`config.mk`:
```
export PLATFORM = sky130hd
export DESIGN_NAME = instr_fetch
export DESIGN_NICKNAME = d
export VERILOG_FILES = /design/src/rtl/instr_fetch_pkg.sv /design/src/rtl/instr_fetch_mem_port.sv /design/src/rtl/instr_fetch.sv
export SDC_FILE = /design/constraint.sdc
export NUM_CORES = 1
export LEC_CHECK = 0
export CORE_MARGIN = 10
export CORE_UTILIZATION = 49
export CTS_CLUSTER_DIAMETER = 80
export DETAILED_ROUTE_END_ITERATION = 16
export PLACE_DENSITY = 0.84
export SYNTH_ARGS = -nofsm -noshare
export SYNTH_HDL_FRONTEND = slang
export SYNTH_HIERARCHICAL = 1
export SYNTH_SLANG_ARGS = --single-unit
export TNS_END_PERCENT = 1
```
`constraint.sdc`:
```
create_clock -name clk -period 2.3 [get_ports clk]
set_input_delay 0.46 -clock clk [delete_from_list [all_inputs] [get_ports clk]]
set_output_delay 0.46 -clock clk [all_outputs]
set_load 0.05 [all_outputs]
```
`src/rtl/instr_fetch_pkg.sv`:
```
// Shared fetch definitions: state encoding, reset-vector addresses and 6502 opcode length decode.
// Optional feature macro: FETCH_RESET_VECTOR_EN adds the VEC_LO/VEC_HI vector-load states.
package instr_fetch_pkg;

    localparam logic [15:0] VEC_LO_ADDR = 16'hFFFC;
    localparam logic [15:0] VEC_HI_ADDR = 16'hFFFD;

    typedef enum logic [2:0] {
`ifdef FETCH_RESET_VECTOR_EN
        ST_VEC_LO,
        ST_VEC_HI,
`endif
        ST_OPC,
        ST_OPR1,
        ST_OPR2,
        ST_ISSUE,
        ST_GAP
    } fetch_state_e;

    // Total instruction length in bytes (1..3) derived from the opcode's aaa/bbb/cc fields.
    function automatic logic [1:0] opcode_length(input logic [7:0] op);
        logic [1:0] cc;
        logic [2:0] bbb;
        logic [2:0] aaa;
        logic [1:0] len;
        cc  = op[1:0];
        bbb = op[4:2];
        aaa = op[7:5];
        len = 2'd1;
        if (op == 8'h20) begin
            len = 2'd3;
        end else if (op == 8'h00 || op == 8'h40 || op == 8'h60) begin
            len = 2'd1;
        end else if (cc == 2'b01) begin
            len = (bbb == 3'b011 || bbb == 3'b110 || bbb == 3'b111) ? 2'd3 : 2'd2;
        end else if (cc == 2'b11) begin
            len = 2'd1;
        end else begin
            case (bbb)
                3'b000:          len = aaa[2] ? 2'd2 : 2'd1;
                3'b001, 3'b101:  len = 2'd2;
                3'b011, 3'b111:  len = 2'd3;
                3'b100:          len = (cc == 2'b00) ? 2'd2 : 2'd1;
                default:         len = 2'd1;
            endcase
        end
        return len;
    endfunction

endpackage

```
`src/rtl/instr_fetch_mem_port.sv`:
```
// Memory read port: registers the next-cycle request/address and flags the accepted byte.
// Latency: request visible one clock after it is computed; byte_vld_o is combinational on mem_valid.
module fetch_mem_port #(
    parameter int REG_WIDTH  = 8,
    parameter int ADDR_WIDTH = 16
) (
    input  logic                  clk,
    input  logic                  reset,
    input  logic                  req_d_i,
    input  logic [ADDR_WIDTH-1:0] addr_d_i,
    output logic                  mem_rd_o,
    output logic [ADDR_WIDTH-1:0] mem_addr_o,
    input  logic                  mem_valid_i,
    input  logic [REG_WIDTH-1:0]  mem_data_i,
    output logic                  byte_vld_o,
    output logic [REG_WIDTH-1:0]  byte_dat_o
);

    logic                  mem_rd_q;
    logic [ADDR_WIDTH-1:0] mem_addr_q;

    // The owner keeps req/addr unchanged until byte_vld_o, so the request holds through waits.
    always_ff @(posedge clk or posedge reset) begin
        if (reset) begin
            mem_rd_q   <= 1'b0;
            mem_addr_q <= '0;
        end else begin
            mem_rd_q   <= req_d_i;
            mem_addr_q <= addr_d_i;
        end
    end

    assign mem_rd_o   = mem_rd_q;
    assign mem_addr_o = mem_addr_q;
    assign byte_vld_o = mem_rd_q & mem_valid_i;
    assign byte_dat_o = mem_data_i;

endmodule

```
`src/rtl/instr_fetch.sv`:
```
// 6502 instruction fetch sequencer: owns the PC, reads opcode plus operands, issues to the decoder.
// Optional FETCH_RESET_VECTOR_EN: load the PC from FFFC/FFFD after reset instead of RESET_PC.
module instr_fetch
    import instr_fetch_pkg::*;
#(
    parameter int                    REG_WIDTH  = 8,
    parameter int                    ADDR_WIDTH = 16,
    parameter logic [ADDR_WIDTH-1:0] RESET_PC   = 16'h8000
) (
    input  logic                  clk,
    input  logic                  reset,
    output logic [ADDR_WIDTH-1:0] mem_addr,
    output logic                  mem_rd,
    input  logic [REG_WIDTH-1:0]  mem_data,
    input  logic                  mem_valid,
    output logic [REG_WIDTH-1:0]  instruction_in,
    output logic [ADDR_WIDTH-1:0] addr_in,
    output logic [ADDR_WIDTH-1:0] instr_pc,
    output logic                  instruction_ready,
    input  logic                  instruction_done,
    input  logic                  pc_load,
    input  logic [ADDR_WIDTH-1:0] pc_target
);

    fetch_state_e          state_q, state_d;
    logic [ADDR_WIDTH-1:0] pc_q, pc_d;
    logic [ADDR_WIDTH-1:0] ipc_q, ipc_d;
    logic [REG_WIDTH-1:0]  opc_q, opc_d;
    logic [REG_WIDTH-1:0]  lo_q, lo_d;
    logic [REG_WIDTH-1:0]  hi_q, hi_d;
    logic [1:0]            len_q, len_d;
    logic                  rdy_q, rdy_d;
    logic                  req_d;
    logic [ADDR_WIDTH-1:0] addr_d;
    logic                  byte_vld;
    logic [REG_WIDTH-1:0]  byte_dat;

    fetch_mem_port #(
        .REG_WIDTH  (REG_WIDTH),
        .ADDR_WIDTH (ADDR_WIDTH)
    ) u_mem_port (
        .clk         (clk),
        .reset       (reset),
        .req_d_i     (req_d),
        .addr_d_i    (addr_d),
        .mem_rd_o    (mem_rd),
        .mem_addr_o  (mem_addr),
        .mem_valid_i (mem_valid),
        .mem_data_i  (mem_data),
        .byte_vld_o  (byte_vld),
        .byte_dat_o  (byte_dat)
    );

    always_comb begin
        state_d = state_q;
        pc_d    = pc_q;
        ipc_d   = ipc_q;
        opc_d   = opc_q;
        lo_d    = lo_q;
        hi_d    = hi_q;
        len_d   = len_q;
        case (state_q)
`ifdef FETCH_RESET_VECTOR_EN
            ST_VEC_LO: if (byte_vld) begin
                lo_d    = byte_dat;
                state_d = ST_VEC_HI;
            end
            ST_VEC_HI: if (byte_vld) begin
                pc_d    = ADDR_WIDTH'({byte_dat, lo_q});
                state_d = ST_OPC;
            end
`endif
            ST_OPC: if (byte_vld) begin
                opc_d   = byte_dat;
                ipc_d   = pc_q;
                lo_d    = '0;
                hi_d    = '0;
                len_d   = opcode_length(byte_dat[7:0]);
                pc_d    = pc_q + ADDR_WIDTH'(1);
                state_d = (opcode_length(byte_dat[7:0]) == 2'd1) ? ST_ISSUE : ST_OPR1;
            end
            ST_OPR1: if (byte_vld) begin
                lo_d    = byte_dat;
                pc_d    = pc_q + ADDR_WIDTH'(1);
                state_d = (len_q == 2'd3) ? ST_OPR2 : ST_ISSUE;
            end
            ST_OPR2: if (byte_vld) begin
                hi_d    = byte_dat;
                pc_d    = pc_q + ADDR_WIDTH'(1);
                state_d = ST_ISSUE;
            end
            ST_ISSUE: if (instruction_done) begin
                if (pc_load) pc_d = pc_target;
                state_d = ST_GAP;
            end
            ST_GAP:   state_d = ST_OPC;
            default:  state_d = state_q;
        endcase

        // Memory request and ready are registered from next state so they line up with it.
        rdy_d  = (state_d == ST_ISSUE);
        req_d  = (state_d != ST_ISSUE) && (state_d != ST_GAP);
        addr_d = pc_d;
`ifdef FETCH_RESET_VECTOR_EN
        if (state_d == ST_VEC_LO) addr_d = ADDR_WIDTH'(VEC_LO_ADDR);
        if (state_d == ST_VEC_HI) addr_d = ADDR_WIDTH'(VEC_HI_ADDR);
`endif
    end

    always_ff @(posedge clk or posedge reset) begin
        if (reset) begin
`ifdef FETCH_RESET_VECTOR_EN
            state_q <= ST_VEC_LO;
            pc_q    <= '0;
`else
            state_q <= ST_OPC;
            pc_q    <= RESET_PC;
`endif
            ipc_q   <= '0;
            opc_q   <= '0;
            lo_q    <= '0;
            hi_q    <= '0;
            len_q   <= 2'd1;
            rdy_q   <= 1'b0;
        end else begin
            state_q <= state_d;
            pc_q    <= pc_d;
            ipc_q   <= ipc_d;
            opc_q   <= opc_d;
            lo_q    <= lo_d;
            hi_q    <= hi_d;
            len_q   <= len_d;
            rdy_q   <= rdy_d;
        end
    end

    assign instruction_in    = opc_q;
    assign addr_in           = ADDR_WIDTH'({hi_q, lo_q});
    assign instr_pc          = ipc_q;
    assign instruction_ready = rdy_q;

endmodule

```
# Word level (Yosys, flattened, before mapping)
# Index checks and enable logic that the tools add are counted.
op_classes:
  add_sub_neg: 1
  multipliers: 0
  div_mod_pow: 0
  magnitude_cmp: 0
  n_eq_ne: 23
  n_shift: 0
  mux: 25
  n_bitwise: 1
  n_reduce_logical: 17
ops:
  columns: ["cell", "n"]
  rows:
  - ["2-to-1 mux 16 bit", 3]
  - ["one-hot mux 16 bit (2 select lines)", 1]
  - ["one-hot mux 8 bit (2 select lines)", 2]
  - ["2-to-1 mux 2 bit", 9]
  - ["adder 16 x 1 -> 16 bit, second input constant", 1]
  - ["equality test 8 x 7 -> 1 bit, second input constant", 2]
  - ["2-to-1 mux 8 bit", 2]
  - ["equality test 3 bit, second input constant", 5]
  - ["one-hot mux 3 bit (5 select lines)", 1]
  - ["equality test 3 x 2 -> 1 bit, second input constant", 4]
  - ["2-to-1 mux 3 bit", 4]
  - ["equality test 8 x 6 -> 1 bit, second input constant", 1]
  - ["zero test 8 bit", 1]
  - ["one-hot mux 2 bit (4 select lines)", 1]
  - ["equality test 3 x 1 -> 1 bit, second input constant", 2]
  - ["zero test 3 bit", 2]
  - ["!= test 2 bit, second input constant", 3]
  - ["AND reduction 3 bit", 2]
  - ["equality test 2 x 1 -> 1 bit, second input constant", 2]
  - ["equality test 2 bit, second input constant", 2]
  - ["logical OR 1 bit", 4]
  - ["nonzero test 2 bit", 2]
  - ["OR reduction 2 bit", 2]
  - ["!= test 3 x 2 -> 1 bit, second input constant", 1]
  - ["other kinds (7)", 8]
totals:
  regBits: 79
  latch_bits: 0
  ramBits: 0
  romBits: 0
  in_bits: 29
  out_inout_bits: 58
  elab_cells: 77
  n_memories: 0

# Logic depth before layout (Yosys ltp)
# Gate-level depths: netlist (run 1).
logic_depth:
  depth_word: 15
  ltp_mapped: 6
  depth_no_buf: 5

# By module
# Netlist (run 1), hierarchy kept.
modules_own_cells:
  columns: ["module", "n_inst", "cells_each", "area_per_inst_um2", "seq_area_each_um2"]
  rows:
  - ["instr_fetch", 1, 290, 2944.1, 1554.0]
  - ["fetch_mem_port", 1, 27, 495.5, 425.4]

# Worst setup path after synthesis (run 1)
# OpenSTA, ideal clock, no wires.
synth_path:
  kind: "reg-to-reg"
  start: "reg u_mem_port.mem_rd_q (netlist: u_mem_port/mem_rd_o)"
  end: "reg pc_q[14]"
  setup_ns: 0.130
  arrival_time_ns: 1.847
  required_ns: 2.170
  slack_ns: 0.323
  path_stages_with_launch: 6
  n_path_buf: 0
  synth_period_minus_slack_ns: 1.977
  cell_sequence: "dfrtp_1 and2_1 nand3_2 or4_4 o221ai_2 nor2_1"
synth_between:
  elab_chain_cells: 3
synth_rtl:
  columns: ["item", "line", "source"]
  rows:
  - ["start: declaration", "instr_fetch_mem_port.sv:19", "logic mem_rd_q;"]
  - ["start signal: assignment", "instr_fetch_mem_port.sv:28", "mem_rd_q <= req_d_i;"]
  - ["bitwise AND 1 bit", "instr_fetch_mem_port.sv:35", "assign byte_vld_o = mem_rd_q & mem_valid_i;"]
  - ["net byte_vld", "instr_fetch.sv:35", "logic byte_vld;"]
  - ["2-to-1 mux 16 bit", "instr_fetch.sv:73, instr_fetch.sv:82, instr_fetch.sv:87", null]
  - ["one-hot mux 16 bit (2 select lines)", "instr_fetch.sv:62", "case (state_q)"]
  - ["net addr_d[14]", "instr_fetch.sv:34", "logic [ADDR_WIDTH-1:0] addr_d;"]
  - ["end signal: assignment", "instr_fetch.sv:127", "pc_q <= pc_d;"]
  - ["end: declaration", "instr_fetch.sv:26", "logic [ADDR_WIDTH-1:0] pc_q, pc_d;"]
# The timed path passes the listed nets, and every way through them passes these cells.
# A chain may end at the register's enable or synchronous reset.

# Worst setup path after layout (run 1)
layout_path:
  start: "in mem_valid"
  end: "reg u_mem_port.mem_addr_q[6] (netlist: u_mem_port/mem_addr_o[6])"
layout_between:
  elab_chain_cells: 3
layout_rtl:
  columns: ["item", "line", "source"]
  rows:
  - ["start: declaration", "instr_fetch.sv:15", "input logic mem_valid,"]
  - ["bitwise AND 1 bit", "instr_fetch_mem_port.sv:35", null]
  - ["net byte_vld", "instr_fetch.sv:35", null]
  - ["2-to-1 mux 16 bit", "instr_fetch.sv:73, instr_fetch.sv:82, instr_fetch.sv:87", null]
  - ["one-hot mux 16 bit (2 select lines)", "instr_fetch.sv:62", null]
  - ["net addr_d[6]", "instr_fetch.sv:34", null]
  - ["end signal: assignment", "instr_fetch_mem_port.sv:29", "mem_addr_q <= addr_d_i;"]
  - ["end: declaration", "instr_fetch_mem_port.sv:20", "logic [ADDR_WIDTH-1:0] mem_addr_q;"]
# The timed path passes the listed nets, and every way through them passes these cells.

==> results.json, run 1 <==
{
  "synth_cell_types": 46,
  "dr_wl_met3_um": 450,
  "root_buffer": "clkbuf_8",
  "slowest_stage": "clkdlybuf4s50_1",
  "num-nets-final": 436,
  "dpl.hpwl_um": 6410,
  "maxCapViolCount": 0,
  "whs_ps": 486,
  "io_buffers": 86,
  "worstSetupStartpointType": "primary input",
  "syn_area_per_cell_um2": 10.9,
  "rows": 30,
  "post_cts_buffers": 0,
  "clockPowerShare_pct": 16.8,
  "core_um2": 6790,
  "place_congestion": 0.843,
  "relSlewSlack_pct": 52.8,
  "diodes": 0,
  "die_w_um": 104,
  "rsz0062_at_grt": "false",
  "antenna_left": 0,
  "dpl_cell_area_um2": 4420,
  "dr.pass1.iters": 4,
  "hold_path.class": "reg -> reg",
  "wl_per_cell_um": 17.6,
  "synth_ff_type": "dfrtp_1",
  "setup_viol": 0,
  "place_inst": 491,
  "final.setup.worst_slack_ps": 233,
  "finalHoldViolCount": 0,
  "syn_to_final_growth_pct": 36.2,
  "start_util_pct": 50.6,
  "synth_warnings": 6,
  "ios": 87,
  "grt_overflow": 0,
  "clock_latency_ps": 350,
  "dpl_worst_slack_ps": -44.1,
  "htreeDepth": 3,
  "total_power_mw": 7.88,
  "ctsResizeCount": 0,
  "slowest_delay_ps": 450,
  "finalNonFillerCells": 507,
  "antenna_found_initial": 0,
  "synth_edf_count": 0,
  "grt_pass1_wl_um": 14700,
  "cts_sinks": 79,
  "cts_buffer_depth": 2,
  "utilization_pct": 68.9,
  "drc": 0,
  "p_sw_share_pct": 46.3,
  "grt_use_total_pct": 16.6,
  "path_class": "in -> reg",
  "viasPerCell": 5.44,
  "async_flop_share_pct": 100,
  "path_clk_slew_ps": 80,
  "timing.fmax_ghz": 0.484,
  "fin_setup_tns_ps": 0,
  "post-route-period-util_pct": 89.9,
  "synthCells": 317,
  "path_max_fanout": 6,
  "status": "finished clean",
  "cts_hold_buf": 0,
  "cp.arrival_ps": 2280,
  "routed_wl_um": 8900,
  "met2RoutedLength_um": 4470,
  "p_seq_share_pct": 31.0,
  "p_comb_share_pct": 52.2,
  "final-max-slew-violation-count": 0,
  "period_needed_ps": 2070,
  "p_leak_nw": 1.93,
  "worstSetupEndpointType": "flop",
  "die_area_um2": 10800,
  "drive_gt1_share_pct": 15.8,
  "tightest_slew_ps": 707,
  "top_layer": "met4",
  "num_vias": 2757,
  "cts_tree": "yes",
  "fp.dieH_um": 104,
  "yosysSeqAreaShare_pct": 57.5,
  "grt_max_degree": 63,
  "p_int_mw": 4.24,
  "path_cells": "clkdlybuf4s50_1, and2_1, nand3_2, buf_4, o21ai_0, a21oi_1, a311oi_1",
  "synth_top_area_share_pct": 56.0,
  "first_iter_violations": 237,
  "peakVddDrop_uv": 856,
  "yosys.area.top_type": "dfrtp_1",
  "cts_buffers": 9,
  "syn-cell-area_um2": 3440,
  "synthTopCellsByArea": "dfrtp_1 56%, mux2_2 7.9%, nand2_1 5.7%, o21ai_0 3.3%, a21oi_1 2.0%",
  "grt_pass1_vias": 2802,
  "worst_ep_required_time_ps": 2510,
  "synth-seq-cells": 79,
  "m1WireLength_um": 3770,
  "p_per_area_nw_per_um2": 1680,
  "finClkSkew_ps": 10.3,
  "syn_nets": 347,
  "power.switching_mw": 3.65,
  "fin_area_um2": 4680
}
kinds of logic (layout without fill, tap and decap cells):
logic type,Yosys count,in the layout,share of synthesized area [%]
buffers and inverters,32,126,4.66
AND/OR/NAND/NOR,114,114,17.1
multiplexers,24,24,7.86
flip-flops,79,79,57.5
AO/OA/AOI/OAI,67,67,12.5
adder cells (fa/ha/maj),1,1,0.364
final timing paths:
| check | startpoint | endpoint | slack, ps | depth (start not counted) |
|---|---|---|---|---|
| worst max-delay path | mem_valid | u_mem_port/mem_addr_o[6]$_DFF_PP0_ | 230 | 7 |
| worst min-delay path | hi_q[0]$_DFFE_PP0P_ | hi_q[0]$_DFFE_PP0P_ | 490 | 2 |
| worst max register to register | u_mem_port/mem_rd_o$_DFF_PP0_ | u_mem_port/mem_addr_o[6]$_DFF_PP0_ | 430 | 6 |
| worst min register to register | hi_q[0]$_DFFE_PP0P_ | hi_q[0]$_DFFE_PP0P_ | 490 | 2 |
| max in group asynchronous | reset | u_mem_port/mem_addr_o[12]$_DFF_PP0_ | 1280 | 2 |
| min in group asynchronous | reset | instr_pc[4]$_DFFE_PP0P_ | 500 | 3 |
cell type report:
| type | count | area (um^2) |
|---|---|---|
| clock buffer | 10 | 128 |
| timing repair buffer | 102 | 993 |
| inverter | 8 | 30.0 |
| clock inverter | 6 | 133 |
| sequential | 79 | 1980 |
| tap | 96 | 120 |
| fill | 512 | 2110 |
| multi-input combinational | 206 | 1300 |
power by group through the flow:
stage | logic (mW) | registers (mW) | clock network, mW
after floorplan | 1.30 | 3.87 | 0
after global placement | 4.04 | 2.43 | 0
after detailed placement | 4.12 | 2.45 | 0
after CTS | 4.14 | 2.43 | 1.33
after global routing | 4.37 | 2.53 | 1.40
final | 4.12 | 2.44 | 1.32
layout by cell type (no fill, tap or decap), types with 4 or more instances in the layout:
master	netlist	layout
nor3_1	8	8
o21ai_0	23	23
nor2_1	16	16
nand4_1	5	5
o22ai_1	6	6
nand2_1	52	52
inv_1	8	7
clkbuf_8	0	9
clkdlybuf4s50_1	0	86
mux2_2	24	24
nand3_1	4	4
bufinv_16	0	4
a21oi_1	14	14
nor4_1	4	4
buf_4	8	15
dfrtp_1	77	77
a311oi_1	5	5
flip-flops by register name, summed over array words and instances (netlist names), 2 cells and up:
register	cells
hi_q	8
lo_q	8
instr_pc	16
len_q	2
state_q	3
pc_q	16
instruction_in	8
u_mem_port/mem_addr_o	16
cells in the mapped netlist (3+ instances only):
library cell	number
nor4_1	4
a21oi_1	14
nor2b_1	3
nand2_1	52
a311oi_1	5
mux2_2	24
clkbuf_1	8
inv_1	8
dfrtp_1	77
and4_1	3
nor3_1	8
a32oi_1	3
and3_1	3
nand4_1	5
nor2_1	16
o21ai_0	23
nand3_1	4
buf_4	8
buf_2	8
o22ai_1	6
worst max-delay path, delay by kind of cell:
family	cells	cell delay, ps
buffers and inverters	2	640
and+or+nand+nor	2	520
AOI/OAI and AO/OA	3	660
layer usage:
layer  vias up  GRT usage (%)
met3        19           4.52
met4         0           7.06
met5         -              0
met2        92           27.1
li1       1304              -
met1      1342           20.3
Note: power is estimated with default switching activity, not from simulation.
==> inputs of run 2 (changes only) <==
--- a/config.mk
+++ b/config.mk
@@ -8,6 +8,7 @@
 export CORE_MARGIN = 10
 export CORE_UTILIZATION = 49
 export CTS_CLUSTER_DIAMETER = 80
+export CTS_CLUSTER_SIZE = 14
 export DETAILED_ROUTE_END_ITERATION = 16
 export PLACE_DENSITY = 0.84
 export SYNTH_ARGS = -nofsm -noshare
==> results of run 2 <==
The final DEF is identical to that of run 1; final timing and power are the same.
==> RTL edit (flow settings as in run 2) <==
`hi_q` no longer has a reset.
--- a/src/rtl/instr_fetch.sv
+++ b/src/rtl/instr_fetch.sv
@@ -120,5 +120,4 @@
             opc_q   <= '0;
             lo_q    <= '0;
-            hi_q    <= '0;
             len_q   <= 2'd1;
             rdy_q   <= 1'b0;
@@ -129,8 +128,11 @@
             opc_q   <= opc_d;
             lo_q    <= lo_d;
-            hi_q    <= hi_d;
             len_q   <= len_d;
             rdy_q   <= rdy_d;
         end
+    end
+
+    always_ff @(posedge clk) begin
+        hi_q <= hi_d;
     end
 
Behaviour: differs if reset is asserted again (counterexample within 10 cycles, from zero or initial values and one cycle with reset high); with reset held inactive, the same outputs for 10 cycles.
==> RTL edit against run 2 <==
  * Worst setup slack improved by 0.069 ns
  * Synthesized area increased by 0.69%
  * Routed wire length increased by 2.7%
  * Count of clock-buffer cells in the layout increased by 2
  * Cell count decreased by 2.0%
  * Final area increased by 0.27%
  * Via count increased by 1.3%
  * Power decreased by 4.0%
  * Sequential cell count unchanged
  * Global-route usage increased by 0.58 points
  * Clock skew decreased by 0.0061 ns
  * Clock power decreased by 20%
==> RTL edit: results (changes against run 2) <==
[drt]
routedWlPerCell_um=18.4  ; was 17.6 um
wl_met2_um=4510  ; was 4470 um
vias_per_cell=5.62  ; was 5.44
met3WireLength_um=762  ; was 450 um
met1_length_um=3700  ; was 3770 um
via_count=2794  ; was 2757
drtIter0Drc=119  ; was 237
first_pass_iters=4  ; unchanged

[critical_path]
critPathMaxStageDelay_ns=0.82  ; was 0.45 ns
arrival_ns=1.54  ; was 2.28 ns
reg2reg_slack_ns=0.40  ; was 0.43 ns
crit_path_start=instruction_in[0]  ; was mem_valid
critPathCapture=instruction_in[0]  ; was u_mem_port/mem_addr_o[6]
critPathSlowestCell=clkdlybuf4s50_1  ; unchanged
r2r_start=state_q[2]  ; was u_mem_port/mem_rd_o
worst_path_dominant_cell_family=buffers and inverters  ; was compound AO/OA/AOI/OAI gates
r2r_cells=5  ; was 6
r2r-end=pc_q[7]  ; was u_mem_port/mem_addr_o[6]
cp_max_fo=2  ; was 6

[global_route]
grt_max_degree=37  ; was 63
met2_usage=0.292  ; was 0.271
grt_pass1_vias=2997  ; was 2802
grtUsageMet3=0.0638  ; was 0.0452
grt_usage=0.172  ; was 0.166
grt_pass1_wl_um=15200  ; was 14700 um
grt.met1_usage=0.193  ; was 0.203

[status]
status=finished, final reports clean  ; unchanged

[clock_tree]
htree_levels=3  ; unchanged

[yosys]
netlist_top_cells_area=dfrtp_1 50%, mux2_2 8.1%, edfxtp_1 6.9%  ; was dfrtp_1 56%, mux2_2 7.9%, nand2_1 5.7%
syn_nets=332  ; was 347
ys_types=49  ; was 46
ys_top_cells_by_count=69 x dfrtp_1, 31 x nand2_1, 25 x mux2_2  ; was 77 x dfrtp_1, 52 x nand2_1, 24 x mux2_2
syn_inst=302  ; was 317
yosysWarningCount=6  ; unchanged
async_flop_share=0.899  ; was 1.00
synth-edff-count=8  ; was 0
yosysSeqAreaShare=0.583  ; was 0.575

[place]
dpl.hpwl_um=6690  ; was 6410 um
gp_congestion=0.898  ; was 0.843
pre_cts_ws_ns=-0.0390  ; was -0.0441 ns
dp_cells=482  ; was 491

[power_and_ir_drop]
power.leakage_nw=1.90  ; was 1.93 nW
ir_worst_vdd_mv=0.907  ; was 0.856 mV

[sta]
finClkSkew_ns=0.00413  ; was 0.0103 ns
min_period_ns=2.00  ; was 2.07 ns
max_slew_margin=0.494  ; was 0.528

[cells_and_area]
final_nets=427  ; was 436
drive_gt1_frac=0.170  ; was 0.158

[min_path]
hp-class=in2async  ; was reg2reg

==> RTL edit: cell types whose count changed after synthesis, moves of 4 or more <==
cell      change
and2_1        +9
a21oi_1       +8
edfxtp_1      +8
o21ai_0       -4
nand2_1      -21
nor3_1        -7
inv_1         -4
dfrtp_1       -8
==> RTL edit: area by class of cell <==
type                       count  area, um2
clock buffer                  12        166
inverter                       4       15.0
tap                           96        120
fill                         528       2140
multi-input combinational    195       1280
timing repair buffer         108       1050
clock inverter                 3       40.0
sequential                    79       2020
==> RTL edit: worst min path at each step <==
stage | start | to | slack [ns] | depth (start not counted)
CTS | reset | pc_q[5] | 0.45 | 2
detailed placement | lo_q[2] | lo_q[2] | 0.48 | 2
global route | reset | pc_q[5] | 0.47 | 2
global placement | lo_q[6] | lo_q[6] | 0.46 | 2
floorplan | reset | u_mem_port/mem_addr_o[0] | 0.39 | 1
finish | reset | pc_q[5] | 0.44 | 2
==> RTL edit: stage by stage <==
step / power [mW] / utilization / TNS (ns) / area (um2)
finish: 7.57 / 0.687 / 0 / 4700
global route: 7.98 / 0.687 / 0 / 4700
CTS: 7.61 / 0.687 / 0 / 4700
detailed placement: 6.52 / 0.657 / -0.374 / 4490
global placement: 6.42 / 0.657 / 0 / 4490
floorplan: 5.11 / - / 0 / 3460
==> RTL edit: where the power goes <==
part           leakage (nW)  internal, mW  total (mW)  switching, mW
clock                 0.107         0.588        1.06          0.474
sequential            0.882          2.03        2.43          0.402
combinational         0.915          1.44        4.08           2.64
==> RTL edit: cell families after synthesis <==
family | after synthesis | share of synthesized area
AOI/OAI and AO/OA | 70 | 0.128
adders and majority gates | 1 | 0.00361
buffers and inverters | 28 | 0.0462
DFF | 79 | 0.583
muxes | 27 | 0.0871
and+or+nand+nor | 97 | 0.152
